[src/rtl/flex_down_counter_if.sv]
// ============================================================================
// Module      : flex_down_counter_if
// Description : Control/status bundle for flex_down_counter. The master side
//               drives clear/load/load_val/count_enable/periodic; the slave
//               side (the counter) returns count_out/expire_flag/busy.
//               Optional macro: FLEX_DOWN_COUNTER_EXPIRE_CNT_EN adds expire_cnt.
// Revision    : 1.0 - initial release
// ============================================================================
`default_nettype none

interface flex_down_counter_if #(
  parameter int NUM_CNT_BITS = 4
);
  logic                    clear;
  logic                    load;
  logic [NUM_CNT_BITS-1:0] load_val;
  logic                    count_enable;
  logic                    periodic;
  logic [NUM_CNT_BITS-1:0] count_out;
  logic                    expire_flag;
  logic                    busy;
`ifdef FLEX_DOWN_COUNTER_EXPIRE_CNT_EN
  logic [7:0]              expire_cnt;
`endif

`ifdef FLEX_DOWN_COUNTER_EXPIRE_CNT_EN
  modport master (
    output clear, load, load_val, count_enable, periodic,
    input  count_out, expire_flag, busy, expire_cnt
  );
  modport slave (
    input  clear, load, load_val, count_enable, periodic,
    output count_out, expire_flag, busy, expire_cnt
  );
`else
  modport master (
    output clear, load, load_val, count_enable, periodic,
    input  count_out, expire_flag, busy
  );
  modport slave (
    input  clear, load, load_val, count_enable, periodic,
    output count_out, expire_flag, busy
  );
`endif
endinterface

`default_nettype wire

[src/rtl/flex_down_counter.sv]
// ============================================================================
// Module      : flex_down_counter
// Description : Loadable down-counter. Counts from the reload value down to 1,
//               flags expiry while the count sits at 1, then reloads
//               (periodic) or halts at 0 (one-shot). All outputs registered.
//               Optional macro: FLEX_DOWN_COUNTER_EXPIRE_CNT_EN adds a
//               saturating 8-bit expiry-event counter (expire_cnt).
// Revision    : 1.0 - initial release
// ============================================================================
`default_nettype none

module flex_down_counter #(
  parameter int NUM_CNT_BITS = 4
) (
  input  wire logic              clk,
  input  wire logic              rst,
  flex_down_counter_if.slave     bus
);

  localparam logic [0:0] c_st_idle = 1'b0;
  localparam logic [0:0] c_st_run  = 1'b1;
  localparam logic [NUM_CNT_BITS-1:0] c_one  = NUM_CNT_BITS'(1);
  localparam logic [NUM_CNT_BITS-1:0] c_zero = '0;

  logic [0:0]              r_state;
  logic [NUM_CNT_BITS-1:0] r_count;
  logic [NUM_CNT_BITS-1:0] r_reload;
  logic                    r_expire;
  logic                    r_busy;

  logic [0:0]              w_state;
  logic [NUM_CNT_BITS-1:0] w_count;
  logic [NUM_CNT_BITS-1:0] w_reload;
  logic                    w_expire_step;

  // Next-state decode in priority order: clear > load > count_enable > hold.
  always_comb begin
    w_state       = r_state;
    w_count       = r_count;
    w_reload      = r_reload;
    w_expire_step = 1'b0;
    if (bus.clear) begin
      w_count = c_zero;
      w_state = c_st_idle;
    end else if (bus.load) begin
      // A zero load value is a cancel: nothing to count toward.
      w_reload = bus.load_val;
      w_count  = bus.load_val;
      w_state  = (bus.load_val != c_zero) ? c_st_run : c_st_idle;
    end else if (bus.count_enable && (r_state == c_st_run)) begin
      if (r_count == c_one) begin
        w_expire_step = 1'b1;
        if (bus.periodic) begin
          w_count = r_reload;
        end else begin
          w_count = c_zero;
          w_state = c_st_idle;
        end
      end else begin
        w_count = r_count - c_one;
      end
    end
  end

  // Register state, count, reload value and the derived status flags.
  always_ff @(posedge clk) begin
    if (rst) begin
      r_state  <= c_st_idle;
      r_count  <= c_zero;
      r_reload <= c_zero;
      r_expire <= 1'b0;
      r_busy   <= 1'b0;
    end else begin
      r_state  <= w_state;
      r_count  <= w_count;
      r_reload <= w_reload;
      r_expire <= (w_state == c_st_run) && (w_count == c_one);
      r_busy   <= (w_state == c_st_run);
    end
  end

  assign bus.count_out   = r_count;
  assign bus.expire_flag = r_expire;
  assign bus.busy        = r_busy;

`ifdef FLEX_DOWN_COUNTER_EXPIRE_CNT_EN
  logic [7:0] r_expire_cnt;

  // Count expiry events, saturating at 255; load leaves the tally alone.
  always_ff @(posedge clk) begin
    if (rst || bus.clear) begin
      r_expire_cnt <= 8'd0;
    end else if (w_expire_step && (r_expire_cnt != 8'hFF)) begin
      r_expire_cnt <= r_expire_cnt + 8'd1;
    end
  end

  assign bus.expire_cnt = r_expire_cnt;
`endif

endmodule

`default_nettype wire
[src/flat_wrapper.sv]
// flat-port wrapper written by rule: the top's interface ports become plain ports
module flex_down_counter_flat 
#(
  parameter int NUM_CNT_BITS = 4
)
  (clk, rst, bus_clear, bus_load, bus_load_val, bus_count_enable, bus_periodic, bus_count_out, bus_expire_flag, bus_busy);
  flex_down_counter_if #(.NUM_CNT_BITS(NUM_CNT_BITS)) bus_i ();
  input  wire logic clk;
  input  wire logic rst;
  input wire logic [$bits(bus_i.clear)-1:0] bus_clear;
  input wire logic [$bits(bus_i.load)-1:0] bus_load;
  input wire logic [$bits(bus_i.load_val)-1:0] bus_load_val;
  input wire logic [$bits(bus_i.count_enable)-1:0] bus_count_enable;
  input wire logic [$bits(bus_i.periodic)-1:0] bus_periodic;
  output wire logic [$bits(bus_i.count_out)-1:0] bus_count_out;
  output wire logic [$bits(bus_i.expire_flag)-1:0] bus_expire_flag;
  output wire logic [$bits(bus_i.busy)-1:0] bus_busy;
  assign bus_i.clear = bus_clear;
  assign bus_i.load = bus_load;
  assign bus_i.load_val = bus_load_val;
  assign bus_i.count_enable = bus_count_enable;
  assign bus_i.periodic = bus_periodic;
  assign bus_count_out = bus_i.count_out;
  assign bus_expire_flag = bus_i.expire_flag;
  assign bus_busy = bus_i.busy;
  flex_down_counter #(.NUM_CNT_BITS(NUM_CNT_BITS)) u_core (.clk(clk), .rst(rst), .bus(bus_i));
endmodule
[config.mk]
export PLATFORM = sky130hd
export DESIGN_NAME = flex_down_counter_flat
export DESIGN_NICKNAME = d
export VERILOG_FILES = /design/src/rtl/flex_down_counter_if.sv /design/src/rtl/flex_down_counter.sv /design/src/flat_wrapper.sv
export SDC_FILE = /design/constraint.sdc
export NUM_CORES = 1
export LEC_CHECK = 0
export CORE_AREA = 2 2 39 41
export CTS_BUF_LIST = sky130_fd_sc_hd__clkbuf_8 sky130_fd_sc_hd__clkbuf_16
export DETAILED_ROUTE_END_ITERATION = 6
export DIE_AREA = 0 0 41 43
export MAX_ROUTING_LAYER = met4
export PLACE_DENSITY = 0.74
export SLEW_MARGIN = 20
export SYNTH_ARGS = -nofsm -noshare
export SYNTH_HDL_FRONTEND = slang
export SYNTH_SLANG_ARGS = --single-unit
[constraint.sdc]
create_clock -name clk -period 4.75 [get_ports clk]
set_input_delay 0.95 -clock clk [delete_from_list [all_inputs] [get_ports clk]]
set_output_delay 0.95 -clock clk [all_outputs]
set_load 0.05 [all_outputs]
==> results of run 1 <==
final cells by class:
type                            count  area [µm²]  area share
Clock buffer                        4        55.1      0.0695
Inverter                            3        11.3      0.0142
Multi-Input combinational cell     50         355       0.449
Sequential cell                    10         200       0.253
Tap cell                           16        20.0      0.0253
Timing Repair Buffer               15         150       0.190
sequential cells by signal, summed over array words and instances (netlist names):
signal,flops
u_core.bus.count_out,4
u_core.r_reload,4
u_core.r_state,1
u_core.bus.expire_flag,1
Yosys cell counts:
| cell type | count | area, µm² |
|---|---|---|
| nor4_2 | 1 | 12.5 |
| mux2i_1 | 4 | 40.0 |
| or4b_1 | 1 | 10.0 |
| nor4_1 | 1 | 6.26 |
| nand2_1 | 4 | 15.0 |
| a31o_2 | 1 | 8.76 |
| a311o_1 | 1 | 10.0 |
| a21oi_1 | 3 | 15.0 |
| o41ai_2 | 1 | 16.3 |
| a311oi_1 | 1 | 8.76 |
| a211oi_2 | 1 | 12.5 |
| and2_1 | 1 | 6.26 |
| inv_1 | 3 | 11.3 |
| a21boi_0 | 1 | 7.51 |
| nor3_1 | 1 | 5.00 |
| buf_1 | 1 | 3.75 |
| ha_1 | 2 | 25.0 |
| clkbuf_1 | 1 | 3.75 |
| nor2_1 | 8 | 30.0 |
| nand2b_1 | 2 | 12.5 |
| o32ai_1 | 1 | 8.76 |
| or4_1 | 1 | 7.51 |
| nand3_1 | 1 | 5.00 |
| nor2b_1 | 6 | 37.5 |
| nor3b_2 | 1 | 12.5 |
| a22oi_1 | 2 | 15.0 |
| buf_4 | 1 | 7.51 |
| o21ai_0 | 1 | 5.00 |
| dfxtp_1 | 10 | 200 |
| o211ai_1 | 1 | 7.51 |
| o31ai_1 | 1 | 7.51 |
| nor3b_1 | 1 | 7.51 |
path summary, 6_finish.rpt:
path / startpoint / to / slack, ns / cells after the start
worst max-delay path: bus_load / u_core.bus.expire_flag / 2.18 / 5
worst min-delay path: u_core.r_reload[1] / u_core.r_reload[1] / 0.48 / 2
worst max register to register: u_core.bus.count_out[0] / u_core.bus.expire_flag / 2.87 / 6
worst min register to register: u_core.r_reload[1] / u_core.r_reload[1] / 0.48 / 2
critical path: stages:
cell,delay (ns)
clkdlybuf4s50_1,0.61
or4_1,0.59
o32ai_1,0.31
nand2b_1,0.17
nor4_2,0.04
cells in the final DEF, fill, tap and decap left out:
master | netlist | final
clkdlybuf4s50_1 | 0 | 15
dfxtp_1 | 10 | 10
nor2_1 | 8 | 8
nor2b_1 | 6 | 6
mux2i_1 | 4 | 4
nand2_1 | 4 | 4
clkbuf_8 | 0 | 4
inv_1 | 3 | 3
a21oi_1 | 3 | 3
a22oi_1 | 2 | 2
nand2b_1 | 2 | 2
ha_1 | 2 | 2
or4b_1 | 1 | 1
o31ai_1 | 1 | 1
or4_1 | 1 | 1
nor3b_2 | 1 | 1
a21boi_0 | 1 | 1
o32ai_1 | 1 | 1
nor4_1 | 1 | 1
a311o_1 | 1 | 1
a211oi_2 | 1 | 1
and2_1 | 1 | 1
a31o_2 | 1 | 1
o21ai_0 | 1 | 1
nor3b_1 | 1 | 1
a311oi_1 | 1 | 1
o41ai_2 | 1 | 1
nand3_1 | 1 | 1
o211ai_1 | 1 | 1
nor3_1 | 1 | 1
nor4_2 | 1 | 1
cell families (layout without fill, tap and decap cells):
kind of cell    count (synthesis)  count (layout)
compound gates                 15              15
fa+ha+maj                       2               2
buf+inv                         6              22
flops                          10              10
mux                             4               4
simple gates                   29              29
power by group:
part	internal [µW]	switching, µW	total (µW)
clock network	72.8	33.5	106
logic	18.4	22.3	40.7
registers	87.6	3.23	90.8
per-stage QoR:
stage	cell area [µm²]	worst slack, ns	utilization	hold slack (ns)
after global placement	737	2.01	0.533	0.468
after floorplan	582	2.67	-	0.451
after detailed placement	737	1.98	0.533	0.467
final	792	2.18	0.572	0.480
after CTS	792	2.21	0.572	0.476
after global routing	792	2.12	0.572	0.516
routing by layer:
layer  vias up  share of wire  global-route usage
li1        272              -                   -
met1       246           0.51               0.275
met2        19           0.43               0.269
met3         4          0.043              0.0314
met4         0          0.024               0.140
met5         -              0                   -
==> results.md, run 1 <==
| Metric | Value | Unit |
|---|---|---|
| Congestion Overflow GR | 0 | - |
| Initial Util | 0.420 | - |
| Mux cell area share after synthesis | 0.0688 | - |
| Required time at the worst-slack endpoint | 4.86 | ns |
| CTS clock-pin slew for the worst setup and hold paths | 0.05 | ns |
| Setup repair after global routing missed its margin | false | - |
| Share of synthesized cell area in full adder, half adder and majority cells | 0.0430 | - |
| CTS Buffer Depth | 2 | - |
| Horiz. Die Dim | 41 | µm |
| Net count of the mapped netlist | 78 | - |
| HPWL after detailed placement | 987 | µm |
| Clock tree from TritonCTS | yes | - |
| Final period demand of the worst path | 2.57 | ns |
| Final Max Tran Viols | 0 | - |
| Power density relative to cell area | 300 | nW/µm² |
| Count of vias placed by the detailed router | 541 | - |
| Area of the mapped netlist | 582 | µm² |
| Compound-cell area share of the yosys netlist | 0.211 | - |
| Final period util | 0.541 | - |
| Hold bufs inserted after CTS | 0 | - |
| Classification of the worst-slack hold path | reg -> reg | - |
| Via count of the first global-routing pass | 527 | - |
| Total CTS buffers | 3 | - |
| Type of element launching the critical path | input pin | - |
| Post-CTS setup-driven buffer insertion count | 0 | - |
| All-Layer GR Usage | 0.204 | - |
| Share of final-layout standard cells stronger than drive strength 1 | 0.110 | - |
| Routability congestion estimate | 0.865 | - |
| CP endpoint kind | register | - |
| Proportion of synthesized chip area in sequential cells | 0.344 | - |
| Via/cell ratio | 5.52 | - |
| Number of fill cells | 115 | - |
| Final Non-Filler Cells | 98 | - |
| Post-route DRC | 0 | - |
| Maximum number of pins on one net before global-route repair | 13 | - |
| Max Cap Viol | 0 | - |
| Number of instances in the placed design | 94 | - |
| Worst-path fanout max | 12 | - |
| First DRT Iteration DRCs | 5 | - |
| Die ar. | 1760 | µm² |
| Number of warnings reported in the yosys synthesis log | 0 | - |
| Die height | 43 | µm |
| DRT Wirelength | 1390 | µm |
| Cell leakage power | 0.000283 | µW |
| Average wire per cell in the routed design | 14.2 | µm |
| Avg Inst Size Synth | 8.82 | µm² |
| Final count of negative-setup-slack endpoints | 0 | - |
| Worst slew margin | 0.667 | - |
| Total core area | 1380 | µm² |
| Total power | 238 | µW |
| Post-synthesis share of cell area spent on xor and xnor gates | 0 | - |
| First-pass GRT wire length | 2320 | µm |
| Antenna violations before repair | 0 | - |
| Final Hold Fails | 0 | - |
| Insertion delay to the later sink of the worst-skew pair | 0.24 | ns |
| Worst Setup Path Type | in -> reg | - |
| Count of TritonRoute iterations in the first routing pass | 4 | - |
| Endpoint arrival time on the critical path | 2.68 | ns |
| Buffers added on ports | 15 | - |
| Main combinational cell family by area after synthesis | simple AND/OR/NAND/NOR gates | - |
| Maximum frequency from static timing analysis | 0.389 | GHz |
| Synth Instances | 66 | - |
| Synth Register Bits | 10 | - |
| Status | completed | - |
| Number of sinks driven by the clock tree | 10 | - |
| Diode insertion count for antenna repair | 0 | - |
| Cells resized by post-CTS repair | 0 | - |
| Area delta synth->final | 36.1 | % |
| Number of core rows | 14 | - |
| Post-synthesis cell type count | 32 | - |
| Fraction of the mapped netlist area in simple logic gates | 0.288 | - |
| Setup clock skew after layout | 0.00603 | ns |
| Clock Tree Root | clkbuf_8 | - |
| Antenna Nets Post-Route | 0 | - |
| Number of top-level pins | 16 | - |
| Final #Nets | 95 | - |
| Actual transition at the worst max-transition pin | 0.498 | ns |
| Peak VDD IR | 0.000142 | V |
| H-tree lvl count | 1 | - |
| Setup TNS | 0 | ns |
Note: power is estimated with default switching activity, not from simulation.
==> run 2: changes to the inputs <==
- clock period: 4.75 -> 2.65 ns (I/O delays scaled with it)
==> results.md, run 2 (synthesis gave the netlist of run 1 again) <==
| Metric | Value | Unit | Delta |
|---|---|---|---|
| Status | completed | - |  |
| Post-layout instance area | 807 | µm² | +1.9% |
| Antenna Nets Post-Route | 0 | - | unchanged |
| Number of top-level pins | 16 | - | unchanged |
| Final count of negative-setup-slack endpoints | 0 | - | unchanged |
| Share of final-layout standard cells stronger than drive strength 1 | 0.131 | - | +0.0212 |
| Setup TNS | 0 | ns | unchanged |
| HPWL after detailed placement | 1100 | µm | +12% |
| Count of TritonRoute iterations in the first routing pass | 4 | - | unchanged |
| Internal | 323 | µW | +80% |
| Worst Setup Path Type | reg -> out | - |  |
| Via count of the first global-routing pass | 548 | - | +4.0% |
| Clock Tree Root | clkbuf_8 | - |  |
| Routability congestion estimate | 0.938 | - | +8.5% |
| Required time at the worst-slack endpoint | 2.12 | ns | -2.74 ns |
| Die height | 43 | µm | unchanged |
| Cells resized by post-CTS repair | 0 | - | unchanged |
| Most common library cell in the layout ignoring fill and taps | clkdlybuf4s50_1 | - |  |
| All-Layer GR Usage | 0.220 | - | +0.0159 |
| Max Cap Viol | 0 | - | unchanged |
| Setup clock skew after layout | 0.00588 | ns | -0.000146 ns |
| Fraction of power consumed by combinational cells | 0.174 | - | +0.003 |
| Worst-path cell chain | clkdlybuf4s50_1 | - |  |
| Clock tree from TritonCTS | yes | - |  |
| Final Hold Fails | 0 | - | unchanged |
| Top Family by Delay on Critical Path | buffers and inverters | - |  |
| Insertion delay to the later sink of the worst-skew pair | 0.24 | ns | about the same |
| Final period util | 0.777 | - |  |
| First-pass GRT wire length | 2530 | µm | +9.2% |
| Final Max Tran Viols | 0 | - | unchanged |
| Maximum number of pins on one net before global-route repair | 12 | - | -1 |
| Cell leakage power | 0.000293 | µW | +3.4% |
| Buffers added on ports | 15 | - | unchanged |
| Endpoint arrival time on the critical path | 1.53 | ns | -1.15 ns |
| Final #Nets | 97 | - | +2.1% |
| Classification of the worst-slack hold path | reg -> reg | - |  |
| CTS Buffer Depth | 2 | - | unchanged |
| Horiz. Die Dim | 41 | µm | unchanged |
| Type of element launching the critical path | register | - |  |
| Hold bufs inserted after CTS | 0 | - | unchanged |
| Antenna violations before repair | 0 | - | unchanged |
| H-tree lvl count | 1 | - | unchanged |
| Via/cell ratio | 5.54 | - | +0.35% |
| CP endpoint kind | primary output | - |  |
| Total CTS buffers | 3 | - | unchanged |
| Post-CTS setup-driven buffer insertion count | 0 | - | unchanged |
| Average wire per cell in the routed design | 14.6 | µm | +2.6% |
| Sw Pwr | 111 | µW | +89% |
| First DRT Iteration DRCs | 12 | - | +7 |
| Number of core rows | 14 | - | unchanged |
| Worst-path fanout max | 7 | - | -5 |
| Worst slew margin | 0.668 | - | +0.00120 |
| Peak VDD IR | 0.000338 | V | +140% |
| Proportion of total power due to net switching | 0.257 | - | +0.00852 |
| Actual transition at the worst max-transition pin | 0.496 | ns | -0.00179 ns |
| Congestion Overflow GR | 0 | - | unchanged |
| Die ar. | 1760 | µm² | unchanged |
| Power density relative to cell area | 538 | nW/µm² | +79% |
| Initial Util | 0.420 | - | unchanged |
| Critical path buffer and inverter count | 1 | - | unchanged |
| CTS clock-pin slew for the worst setup and hold paths | 0.05 | ns | about the same |
| Diode insertion count for antenna repair | 0 | - | unchanged |
| Setup repair after global routing missed its margin | false | - |  |
| Commonest non-fill, non-tap cells in the layout | clkdlybuf4s50_1, dfxtp_1, nor2_1, nor2b_1 | - |  |
| Area delta synth->final | 38.7 | % |  |
| Total core area | 1380 | µm² | unchanged |
| DRT Wirelength | 1460 | µm | +4.7% |
| Post-route DRC | 0 | - | unchanged |
| Number of sinks driven by the clock tree | 10 | - | unchanged |
| Worst setup slack for register-to-register paths | 0.82 | ns | -2.05 ns |
| Cell type of the slowest stage on the worst timing path | clkdlybuf4s50_1 | - |  |
| Maximum frequency from static timing analysis | 0.486 | GHz |  |
| Post-Place Cell Area | 752 | µm² | +2.0% |
| Count of vias placed by the detailed router | 554 | - | +2.4% |
| Worst stage delay on the critical path | 0.85 | ns | +0.24 ns |
| Share of total power in sequential cells | 0.374 | - | -0.008 |
| Final period demand of the worst path | 2.06 | ns |  |
| Part of the power in the clock network | 0.452 | - | +0.005 |
[run 2: power by group through the flow]
| stage | sequential, µW | clock, µW | combinational [µW] |
|---|---|---|---|
| 4_1_cts | 163 | 203 | 75.5 |
| 3_3_place_gp | 165 | 0 | 74.1 |
| 5_1_grt | 163 | 209 | 82.2 |
| 3_5_place_dp | 166 | 0 | 75.0 |
| 6_report | 163 | 196 | 75.4 |
| 2_1_floorplan | 175 | 0 | 32.8 |
[run 2: area by class of cell]
| class | count | area (µm²) |
|---|---|---|
| timing repair buffer | 17 | 165 |
| inverter | 3 | 11.3 |
| sequential | 10 | 200 |
| multi-input combinational | 50 | 355 |
| tap | 16 | 20.0 |
| fill | 134 | 577 |
| clock buffer | 4 | 55.1 |
[run 2: worst paths after layout]
path	from	endpoint	cells after the start
min reg2reg	u_core.r_reload[1]	u_core.r_reload[1]	2
min	u_core.r_reload[1]	u_core.r_reload[1]	2
max reg2reg	u_core.bus.count_out[1]	u_core.bus.expire_flag	7
max	u_core.bus.count_out[3]	bus_count_out[3]	1
[run 2: metrics by stage]
step,hold slack [ns],setup WS [ns],util,power [µW],cells
after floorplan,0.451,0.671,-,208,66
after global placement,0.470,0.458,0.543,240,96
after detailed placement,0.478,0.382,0.543,241,96
after CTS,0.486,0.591,0.583,441,100
after global routing,0.531,0.502,0.583,454,100
final,0.486,0.591,0.583,434,100
[run 2: routing by layer]
metal	track usage	share of wire	up-vias
met3	0.0157	0.051	2
met4	0.140	0.013	0
li1	-	-	274
met5	-	0	-
met2	0.288	0.47	18
met1	0.316	0.47	260
